===== config.mk =====
export PLATFORM = sky130hd
export DESIGN_NAME = panel_sequencer
export DESIGN_NICKNAME = d
export VERILOG_FILES = /design/src/rtl/panel_seq_pkg.sv /design/src/rtl/panel_seq_watch.sv /design/src/rtl/panel_sequencer.sv
export SDC_FILE = /design/constraint.sdc
export NUM_CORES = 1
export LEC_CHECK = 0
export BUFFER_PORTS_ARGS = -buffer_cell sky130_fd_sc_hd__buf_2
export CAP_MARGIN = 20
export CORE_ASPECT_RATIO = 0.75
export CORE_UTILIZATION = 48
export CTS_CLUSTER_SIZE = 16
export DETAILED_ROUTE_END_ITERATION = 12
export PLACE_DENSITY = 0.75
export SLEW_MARGIN = 20
export SYNTH_ARGS = -nofsm -noshare
export SYNTH_HDL_FRONTEND = slang
export SYNTH_SLANG_ARGS = --single-unit
export TNS_END_PERCENT = 1

===== constraint.sdc =====
create_clock -name clk -period 3.9 [get_ports clk]
set_input_delay 0.585 -clock clk [delete_from_list [all_inputs] [get_ports clk]]
set_output_delay 0.585 -clock clk [all_outputs]
set_load 0.005 [all_outputs]

===== src/rtl/panel_seq_pkg.sv =====
// panel_seq_pkg -- shared definitions for the front-panel sequencer.
//   action_e   : step-table action codes
//   state_e    : sequencer FSM state encoding
//   STB_*      : bit positions inside the registered strobe vector
//   strobe_mask: maps a strobe action onto its one-hot strobe bit
package panel_seq_pkg;

  typedef enum logic [2:0] {
    ACT_NOP       = 3'd0,
    ACT_ADDR_LOAD = 3'd1,
    ACT_DEP       = 3'd2,
    ACT_EXAM      = 3'd3,
    ACT_CONT      = 3'd4,
    ACT_CLEAR     = 3'd5,
    ACT_EXTD_ADDR = 3'd6,
    ACT_WAIT_HALT = 3'd7
  } action_e;

  typedef enum logic [2:0] {
    ST_IDLE  = 3'd0,
    ST_SETUP = 3'd1,
    ST_PULSE = 3'd2,
    ST_GAP   = 3'd3,
    ST_WAITH = 3'd4,
    ST_DONE  = 3'd5
  } state_e;

  localparam int STB_ADDR_LOAD = 0;
  localparam int STB_DEP       = 1;
  localparam int STB_EXAM      = 2;
  localparam int STB_CONT      = 3;
  localparam int STB_CLEAR     = 4;
  localparam int STB_EXTD_ADDR = 5;
  localparam int STB_W         = 6;

  // Active-high one-hot select; NOP and WAIT_HALT select nothing.
  function automatic logic [STB_W-1:0] strobe_mask(input action_e act);
    strobe_mask = '0;
    case (act)
      ACT_ADDR_LOAD: strobe_mask[STB_ADDR_LOAD] = 1'b1;
      ACT_DEP:       strobe_mask[STB_DEP]       = 1'b1;
      ACT_EXAM:      strobe_mask[STB_EXAM]      = 1'b1;
      ACT_CONT:      strobe_mask[STB_CONT]      = 1'b1;
      ACT_CLEAR:     strobe_mask[STB_CLEAR]     = 1'b1;
      ACT_EXTD_ADDR: strobe_mask[STB_EXTD_ADDR] = 1'b1;
      default:       strobe_mask = '0;
    endcase
  endfunction

endpackage


===== src/rtl/panel_seq_watch.sv =====
// panel_seq_watch -- one address watch channel: a loadable compare address
// with enable, and a sticky hit flag.
//   clk, resetn          : clock, async active-low reset (clears all registers)
//   load, load_addr/on   : load the compare address and enable
//   address              : live CPU memory address
//   clear                : clear the sticky hit (accepted run start)
//   hit                  : sticky match flag
module panel_seq_watch (
  input  logic        clk,
  input  logic        resetn,
  input  logic        load,
  input  logic [0:14] load_addr,
  input  logic        load_on,
  input  logic [0:14] address,
  input  logic        clear,
  output logic        hit
);

  logic [0:14] addr_q;
  logic        on_q;

  always_ff @(posedge clk or negedge resetn) begin
    if (!resetn) begin
      addr_q <= '0;
      on_q   <= 1'b0;
      hit    <= 1'b0;
    end else begin
      if (load) begin
        addr_q <= load_addr;
        on_q   <= load_on;
      end
      if (clear) begin
        hit <= 1'b0;
      end else if (on_q && (address == addr_q)) begin
        hit <= 1'b1;
      end
    end
  end

endmodule


===== src/rtl/panel_sequencer.sv =====
// panel_sequencer -- plays a small step table onto the front-panel switch
// register and active-low key strobes, with optional address watch channels.
//   clk, resetn                  : clock, async active-low reset
//   wr_*                         : step-table write port (ignored while busy)
//   n_steps, start, abort        : run control (n_steps clamped to STEPS)
//   cpu_halted, address          : CPU status inputs
//   watch_*                      : watch-channel load port
//   sr_out, *n strobes           : panel drives, strobes registered active-low
//   busy, done, halt_seen,
//   watch_hit                    : status
// Build option: define PANEL_SEQ_WATCH_EN to build the WATCH channels;
// otherwise watch_hit is tied low and the watch inputs are ignored.
//
// state | meaning
// IDLE  | waiting for start
// SETUP | one cycle, sr_out takes the step's switch value
// PULSE | selected strobe low for PULSE_CYCLES
// GAP   | post-step delay countdown
// WAITH | waiting for cpu_halted
// DONE  | one-cycle completion flag
module panel_sequencer
  import panel_seq_pkg::*;
#(
  parameter int STEPS        = 8,
  parameter int PULSE_CYCLES = 2,
  parameter int DELAY_W      = 16,
  parameter int WATCH        = 4,
  localparam int IDX_W       = $clog2(STEPS),
  localparam int N_W         = IDX_W + 1,
  localparam int WSEL_W      = (WATCH > 1) ? $clog2(WATCH) : 1
) (
  input  logic               clk,
  input  logic               resetn,
  input  logic               wr_en,
  input  logic [IDX_W-1:0]   wr_idx,
  input  logic [2:0]         wr_action,
  input  logic [0:11]        wr_sr,
  input  logic [DELAY_W-1:0] wr_delay,
  input  logic [N_W-1:0]     n_steps,
  input  logic               start,
  input  logic               abort,
  input  logic               cpu_halted,
  input  logic [0:14]        address,
  input  logic               watch_wr,
  input  logic [WSEL_W-1:0]  watch_sel,
  input  logic [0:14]        watch_addr,
  input  logic               watch_on,
  output logic [0:11]        sr_out,
  output logic               addr_loadn,
  output logic               depn,
  output logic               examn,
  output logic               contn,
  output logic               clearn,
  output logic               extd_addrn,
  output logic               busy,
  output logic               done,
  output logic               halt_seen,
  output logic [WATCH-1:0]   watch_hit
);

  localparam int PC_W  = $clog2(PULSE_CYCLES + 1);
  localparam int CNT_W = (DELAY_W > PC_W) ? DELAY_W : PC_W;

  state_e             state_q, state_d;
  logic [IDX_W-1:0]   step_q, step_d;
  logic [CNT_W-1:0]   cnt_q, cnt_d;
  logic [N_W-1:0]     n_q, n_d;
  logic [STB_W-1:0]   strobe_q;
  logic [0:11]        sr_q;
  logic               halt_q;
  logic               halted_q;

  logic [2:0]         tbl_act [STEPS];
  logic [0:11]        tbl_sr  [STEPS];
  logic [DELAY_W-1:0] tbl_dly [STEPS];

  logic [2:0]         cur_act;
  logic [0:11]        cur_sr;
  logic [DELAY_W-1:0] cur_dly;
  logic [N_W-1:0]     n_clamp;
  logic               start_accept;
  logic               last_step;
  logic               post_action;
  logic               step_end;

  assign busy = (state_q != ST_IDLE) && (state_q != ST_DONE);
  assign done = (state_q == ST_DONE);

  // Table has no reset so a loaded program survives a reset pulse.
  always_ff @(posedge clk) begin
    if (wr_en && !busy && ({1'b0, wr_idx} < N_W'(STEPS))) begin
      tbl_act[wr_idx] <= wr_action;
      tbl_sr[wr_idx]  <= wr_sr;
      tbl_dly[wr_idx] <= wr_delay;
    end
  end

  assign cur_act = tbl_act[step_q];
  assign cur_sr  = tbl_sr[step_q];
  assign cur_dly = tbl_dly[step_q];

  assign n_clamp      = (n_steps > N_W'(STEPS)) ? N_W'(STEPS) : n_steps;
  assign start_accept = start && !abort && !busy;
  assign last_step    = ({1'b0, step_q} == (n_q - N_W'(1)));

  always_comb begin
    state_d     = state_q;
    step_d      = step_q;
    cnt_d       = cnt_q;
    n_d         = n_q;
    post_action = 1'b0;
    step_end    = 1'b0;

    case (state_q)
      ST_IDLE, ST_DONE: begin
        state_d = ST_IDLE;
        if (start_accept) begin
          n_d     = n_clamp;
          step_d  = '0;
          state_d = (n_clamp == '0) ? ST_DONE : ST_SETUP;
        end
      end
      ST_SETUP: begin
        case (action_e'(cur_act))
          ACT_NOP:       post_action = 1'b1;
          ACT_WAIT_HALT: state_d = ST_WAITH;
          default: begin
            state_d = ST_PULSE;
            cnt_d   = CNT_W'(PULSE_CYCLES - 1);
          end
        endcase
      end
      ST_PULSE: begin
        if (cnt_q == '0) post_action = 1'b1;
        else             cnt_d = cnt_q - CNT_W'(1);
      end
      ST_GAP: begin
        if (cnt_q == '0) step_end = 1'b1;
        else             cnt_d = cnt_q - CNT_W'(1);
      end
      ST_WAITH: begin
        if (cpu_halted) post_action = 1'b1;
      end
      default: state_d = ST_IDLE;
    endcase

    // Zero delay skips GAP entirely so a step costs no idle cycle.
    if (post_action) begin
      if (cur_dly == '0) begin
        step_end = 1'b1;
      end else begin
        state_d = ST_GAP;
        cnt_d   = CNT_W'(cur_dly - DELAY_W'(1));
      end
    end

    if (step_end) begin
      if (last_step) begin
        state_d = ST_DONE;
      end else begin
        state_d = ST_SETUP;
        step_d  = step_q + IDX_W'(1);
      end
    end

    if (abort && (state_q != ST_IDLE)) state_d = ST_IDLE;
  end

  always_ff @(posedge clk or negedge resetn) begin
    if (!resetn) begin
      state_q  <= ST_IDLE;
      step_q   <= '0;
      cnt_q    <= '0;
      n_q      <= '0;
      strobe_q <= '1;
      sr_q     <= '0;
      halt_q   <= 1'b0;
      halted_q <= 1'b0;
    end else begin
      state_q  <= state_d;
      step_q   <= step_d;
      cnt_q    <= cnt_d;
      n_q      <= n_d;
      halted_q <= cpu_halted;
      // Strobes come straight from a flop keyed on the next state, so they
      // are low exactly while the FSM sits in PULSE and never glitch.
      strobe_q <= (state_d == ST_PULSE) ? ~strobe_mask(action_e'(cur_act)) : '1;
      if (state_q == ST_SETUP) sr_q <= cur_sr;
      if (start_accept) begin
        halt_q <= 1'b0;
      end else if (((state_q == ST_WAITH) && cpu_halted) ||
                   (busy && cpu_halted && !halted_q)) begin
        halt_q <= 1'b1;
      end
    end
  end

  assign sr_out     = sr_q;
  assign halt_seen  = halt_q;
  assign addr_loadn = strobe_q[STB_ADDR_LOAD];
  assign depn       = strobe_q[STB_DEP];
  assign examn      = strobe_q[STB_EXAM];
  assign contn      = strobe_q[STB_CONT];
  assign clearn     = strobe_q[STB_CLEAR];
  assign extd_addrn = strobe_q[STB_EXTD_ADDR];

`ifdef PANEL_SEQ_WATCH_EN
  for (genvar k = 0; k < WATCH; k++) begin : g_watch
    panel_seq_watch u_watch (
      .clk       (clk),
      .resetn    (resetn),
      .load      (watch_wr && (watch_sel == WSEL_W'(k))),
      .load_addr (watch_addr),
      .load_on   (watch_on),
      .address   (address),
      .clear     (start_accept),
      .hit       (watch_hit[k])
    );
  end
`else
  logic unused_watch;
  assign unused_watch = ^{watch_wr, watch_sel, watch_addr, watch_on, address};
  assign watch_hit    = '0;
`endif

endmodule


# Yosys cells after proc, flatten, opt, wreduce, memory -nomap -nowiden

Memory sizes are Yosys's and may differ from the RTL's. A register that Yosys moved wholly into a read port is not among the register bits.
Index checks and enable logic that the tools add are counted.

Flip-flop bits (word level): 34
Bits in latches: 0
RAM bits: 248
ROM bits: 0
Output and inout port bits: 25
Logic and storage cells: 93
Memories: 3

Add/subtract/negate cells: 4
Multiply operators: 0
Divide/modulo/power cells: 0
Magnitude comparators: 1
Eq/ne operators: 15
Shift-type cells: 0
Mux-type cells: 37
Bitwise logic cells: 1
Reduce and logical (&&, ||, !) cells: 25

Memory list:

| name    | depth | width | rd ports | clocked after Yosys merged registers in | write ports | line                  | text |
|---|---|---|---|---|---|---|---|
| tbl_dly | 8     | 16    | 1        | 0                                       | 1           | panel_sequencer.sv:75 | `logic [DELAY_W-1:0] tbl_dly [STEPS];` |
| tbl_sr  | 8     | 12    | 1        | 1                                       | 1           | panel_sequencer.sv:74 | `logic [0:11] tbl_sr [STEPS];` |
| tbl_act | 8     | 3     | 1        | 0                                       | 1           | panel_sequencer.sv:73 | `logic [2:0] tbl_act [STEPS];` |

Operator list:

| kind                                                                 | count |
|---|---|
| 16-bit two-way mux                                                   | 4 |
| 3-bit two-way mux                                                    | 11 |
| 16-bit logical NOT                                                   | 2 |
| 16-bit one-hot mux with 2 select lines                               | 1 |
| 16-bit by 1-bit subtractor with 16-bit output, second input constant | 2 |
| 3-bit == test, second input constant                                 | 6 |
| 1-bit two-way mux                                                    | 16 |
| 3-bit by 2-bit == test with 1-bit output, second input constant      | 5 |
| 3-bit one-hot mux with 3 select lines                                | 1 |
| 1-bit logical AND                                                    | 8 |
| 3-bit by 1-bit == test with 1-bit output, second input constant      | 2 |
| 3-bit logical NOT                                                    | 2 |
| 6-bit two-way mux                                                    | 1 |
| 6-bit NOT                                                            | 1 |
| 3-bit one-hot mux with 2 select lines                                | 1 |
| 2-bit OR reduction                                                   | 3 |
| 3-bit by 4-bit == test with 1-bit output                             | 1 |
| 4-bit greater-than comparator, second input constant                 | 1 |
| 1-bit logical NOT                                                    | 4 |
| 4-bit logical NOT                                                    | 1 |
| 4-bit two-way mux                                                    | 1 |
| 4-bit by 1-bit subtractor with 4-bit output, second input constant   | 1 |
| 3-bit by 1-bit adder with 3-bit output, second input constant        | 1 |
| 3-bit inequality test, second input constant                         | 1 |
| other kinds (6)                                                      | 6 |

# Longest topological paths before layout

Depth after elaboration: 12
Mapped depth: 14

# Worst setup path before layout

OpenSTA, ideal clock, no wires.

Path kind: flip-flop to flip-flop
Start point: reg state_q[0]
End point: mem tbl_act[1][0] (enable)
Library setup time: 458 ps
Data arrival time: 3374 ps
Required time: 3442 ps
Path slack: 68 ps
Stages on the path, launching flop included: 6
Buffers on the path: 1
Clock period less this slack: 3832 ps
Path through: dfrtp_1 clkbuf_1 nor2b_1 nor3_1 nand3_1 nor3_1

Longest elaborated chain between the ends: 6

Ends and longest elaborated chain:

| what                                                        | line                   | text |
|---|---|---|
| start, declared                                             | panel_sequencer.sv:64  | `state_e state_q, state_d;` |
| start signal, assigned                                      | panel_sequencer.sv:180 | `state_q <= state_d;` |
| 3-bit inequality test or 3-bit nonzero test (tied branches) | panel_sequencer.sv:86  | `assign busy = (state_q != ST_IDLE) && (state_q != ST_DONE);` |
| 1-bit logical AND (*)                                       | panel_sequencer.sv:86  |  |
| 1-bit logical NOT (*)                                       | panel_sequencer.sv:91  | `if (wr_en && !busy && ({1'b0, wr_idx} < N_W'(STEPS))) begin` |
| 1-bit logical AND (*)                                       | panel_sequencer.sv:91  |  |
| 1-bit two-way mux (*)                                       | panel_sequencer.sv:91  |  |
| 1-bit two-way mux (not written as such) (*)                 | panel_sequencer.sv:92  | `tbl_act[wr_idx] <= wr_action;` |
| end, declared                                               | panel_sequencer.sv:73  |  |

Mark *: on every way between the ends. The rest lies on a longest branch, timed or not.

# Final worst setup path

Start point: reg step_q[0]
End point: reg step_q[2]

Longest elaborated chain between the ends: 6

Ends and longest elaborated chain:

| what                                  | line                   | text |
|---|---|---|
| start, declared                       | panel_sequencer.sv:65  | `logic [IDX_W-1:0] step_q, step_d;` |
| start signal, assigned                | panel_sequencer.sv:181 | `step_q <= step_d;` |
| memory read 8 x 3 bit                 | --                     |  |
| 3-bit logical NOT                     | panel_sequencer.sv:124 | `case (action_e'(cur_act))` |
| 1-bit two-way mux                     | panel_sequencer.sv:124 |  |
| 1-bit one-hot mux with 3 select lines | panel_sequencer.sv:114 | `case (state_q)` |
| 1-bit two-way mux                     | panel_sequencer.sv:148 | `if (post_action) begin` |
| 3-bit two-way mux (*)                 | panel_sequencer.sv:157 | `if (step_end) begin` |
| net step_d[2]                         | panel_sequencer.sv:65  |  |

The timed path passes the listed nets; every way through them passes the cells marked *.
A chain may end at the register's enable or synchronous reset.

==> impl_metrics.ini <==
[global_routing]
grt_pass1_wl_mm = 37.56
grt_usage_pct = 19.55
grt_overflow = 0
grt_max_degree = 34
grt_pass1_vias = 6662
antenna_found_initial = 1

[detailed_routing]
vias = 6558
dr.pass1.iters = 5
wl_per_cell_um = 21.32
routed_wl_mm = 24.56
drt_iter0_markers = 640
vias_per_cell = 5.693
ant_nets = 0
drc = 0

[cells_and_area]
fin_nets = 882
syn_to_final_growth_pct = 15.32
n_fill_cell = 1849
fin_util_pct = 57.14
mostFrequentLayoutCells = edfxtp_1, buf_2, mux4_2, nand2_1, buf_4
drive_above_1_share_pct = 27.96
final_common_cell = edfxtp_1

[placed_design]
gp_congestion = 0.8345
pre_cts_ws_ps = 270.0
hpwlAfterDp_mm = 14.16
numPortBuffers = 64

[yosys]
ys_seq_elements = 294
synth_cells = 699
synth-edff-count = 248
syn_area_mm2 = 0.01203
synthArstFlopShare_pct = 15.65
synth.top_cell.area_share_pct = 61.91
synth.area.top_cells = edfxtp_1, mux4_2, dfrtp_1, nand2_1, mux2i_1
syn_avg_cell_area_um2 = 17.21
ys_warn_count = 0
synth.distinct_cells = 50
ys.flop_type = edfxtp_1
ys_seq_area_share_pct = 71.54
synth_largest_area_cell = edfxtp_1

[timing]
slew_violations = 0
setup_ws_ps = 280.0
hold_viol = 0
period_share_pct = 92.82
setup_tns_ps = 0
setup_viol = 0
rsz0062_at_grt = no
relSlewSlack_pct = 48.73
tightest_slew_ps = 762.0
skew_ps = 14.98
layout_min_cycle_time_ps = 3620
max_freq_ghz = 0.2762

[critical_path]
end_kind = flop
r2r_slack_ps = 280
reg2reg_to = step_q[2]
endpoint = step_q[2]
reg2reg_from = step_q[0]
crit_chain = mux4_2 > mux2i_1 > nand4_1 > or4_1 > o31ai_4 > mux2i_1 > a31o_1
worstSetupStartpoint = step_q[0]
crit_type = reg -> reg
r2r_cells = 7
worstPathMaxFanout = 32
cpMaxStageDelayCell = dfrtp_4
cpPeakStageDelay_ps = 840
start_kind = flop
arrival_ps = 4060
required_ps = 4340
crit_path_frequent_cell = mux2i_1

[clocking]
cts_buffers = 27
cts_root_buffer = clkbuf_16
cts_resized = 0
hold_buffers = 0
post_cts_buffers = 0
insertion_delay_ps = 550
clk_pin_slew_ps = 60
cts-htree-levels = 1
cts_sinks = 294
cts_tree = yes
clockBufferDepth = 3

[min_path]
min_path_type = in -> async

[floorplan]
rows = 49
dieArea_mm2 = 0.02570
initial_core_util_pct = 49.55
num_io_pins = 103
die_y_um = 139.1
core_area_mm2 = 0.02428
fp.dieW_um = 184.8

[pwr]
powerDensity_mw_per_mm2 = 568.3
vdd_drop_max_mv = 0.5676
cellLeakagePower_uw = 0.004601
p_total_uw = 7884

[outcome]
status = finished, final reports clean

[flow_run]
maxCapViolCount = 0
-- metal layers --
layer | vias up | wire (µm) | track usage, %
met2 | 225 | 11700 | 31.56
met3 | 43 | 1535 | 3.414
met5 | - | 0 | 0
met1 | 3323 | 10770 | 27.76
met4 | 0 | 556 | 4.872
li1 | 2967 | - | -
-- area by class of cell --
type | instances | area (µm²) | share of cell area [%]
Antenna cell | 2 | 5.005 | 0.03608
Sequential cell | 294 | 8612 | 62.08
Clock inverter | 15 | 167.7 | 1.209
Clock buffer | 35 | 705.7 | 5.087
Timing Repair Buffer | 104 | 633.1 | 4.564
Inverter | 12 | 45.04 | 0.3247
Multi-Input combinational cell | 359 | 3289 | 23.71
Tap cell | 331 | 414.1 | 2.985
-- critical path, delay by kind of cell, from the launching register on --
kind | cells | cell delay, ps
multiplexers | 3 | 1100
flip-flops | 1 | 840
AO/OA/AOI/OAI | 2 | 600
AND/OR/NAND/NOR | 2 | 930
-- cell usage after synthesis, types with 8 or more instances --
library cell	number
clkbuf_1	16
buf_2	10
a31oi_1	14
mux2i_1	19
a21oi_1	17
nand2_1	52
o21ai_0	20
a221oi_1	8
nor3_1	14
inv_1	12
dfrtp_1	40
nand3_1	13
nor2_1	38
edfxtp_1	248
mux4_2	62
xnor2_1	11
nand2b_1	11
-- how the worst min path moves through the flow --
stage	endpoint	slack [ps]	startpoint	cells past startpoint
2_1_floorplan	cnt_q[0]	290	resetn	0
3_3_place_gp	n_q[0]	500	n_q[0]	2
3_5_place_dp	n_q[0]	510	n_q[0]	2
4_1_cts	sr_out[10]	110	resetn	1
5_1_grt	step_q[0]	130	resetn	1
6_report	step_q[0]	110	resetn	1
-- cells by family (layout without fill, tap and decap cells) --
| family | count (synthesis) | count (layout) | synth area share [%] |
|---|---|---|---|
| muxes | 85 | 85 | 13.56 |
| AOI/OAI and AO/OA | 78 | 78 | 4.265 |
| other | 1 | 6 | 0.03117 |
| adders and majority gates | 6 | 6 | 0.6241 |
| buffers and inverters | 49 | 166 | 1.768 |
| and+or+nand+nor | 169 | 169 | 6.969 |
| xor gates and xnor gates | 17 | 17 | 1.238 |
| DFF | 294 | 294 | 71.54 |
-- state kept, by name, indices dropped and copies added, names as in the netlist, 3 cells and up --
register  count
cnt_q        16
n_q           4
sr_out       12
state_q       3
step_q        3
strobe_q      6
tbl_act      24
tbl_dly     128
tbl_sr       96
-- through the flow --
| stage | hold WS (ps) | area [µm²] | cells |
|---|---|---|---|
| after floorplan | 289.4 | 12040 | 702 |
| after global placement | 495.3 | 12990 | 1100 |
| after detailed placement | 506.8 | 12990 | 1100 |
| after CTS | 113.1 | 13870 | 1150 |
| after global routing | 133.7 | 13870 | 1151 |
| final | 105.9 | 13870 | 1152 |
-- power breakdown --
| group | leakage [µW] | total [µW] | switching [µW] | internal, µW |
|---|---|---|---|---|
| Sequential | 0.00280 | 3930 | 208 | 3720 |
| Clock | 0.000426 | 2610 | 1130 | 1490 |
| Combinational | 0.00138 | 1340 | 788 | 555 |
(Power assumes the default switching activity.)
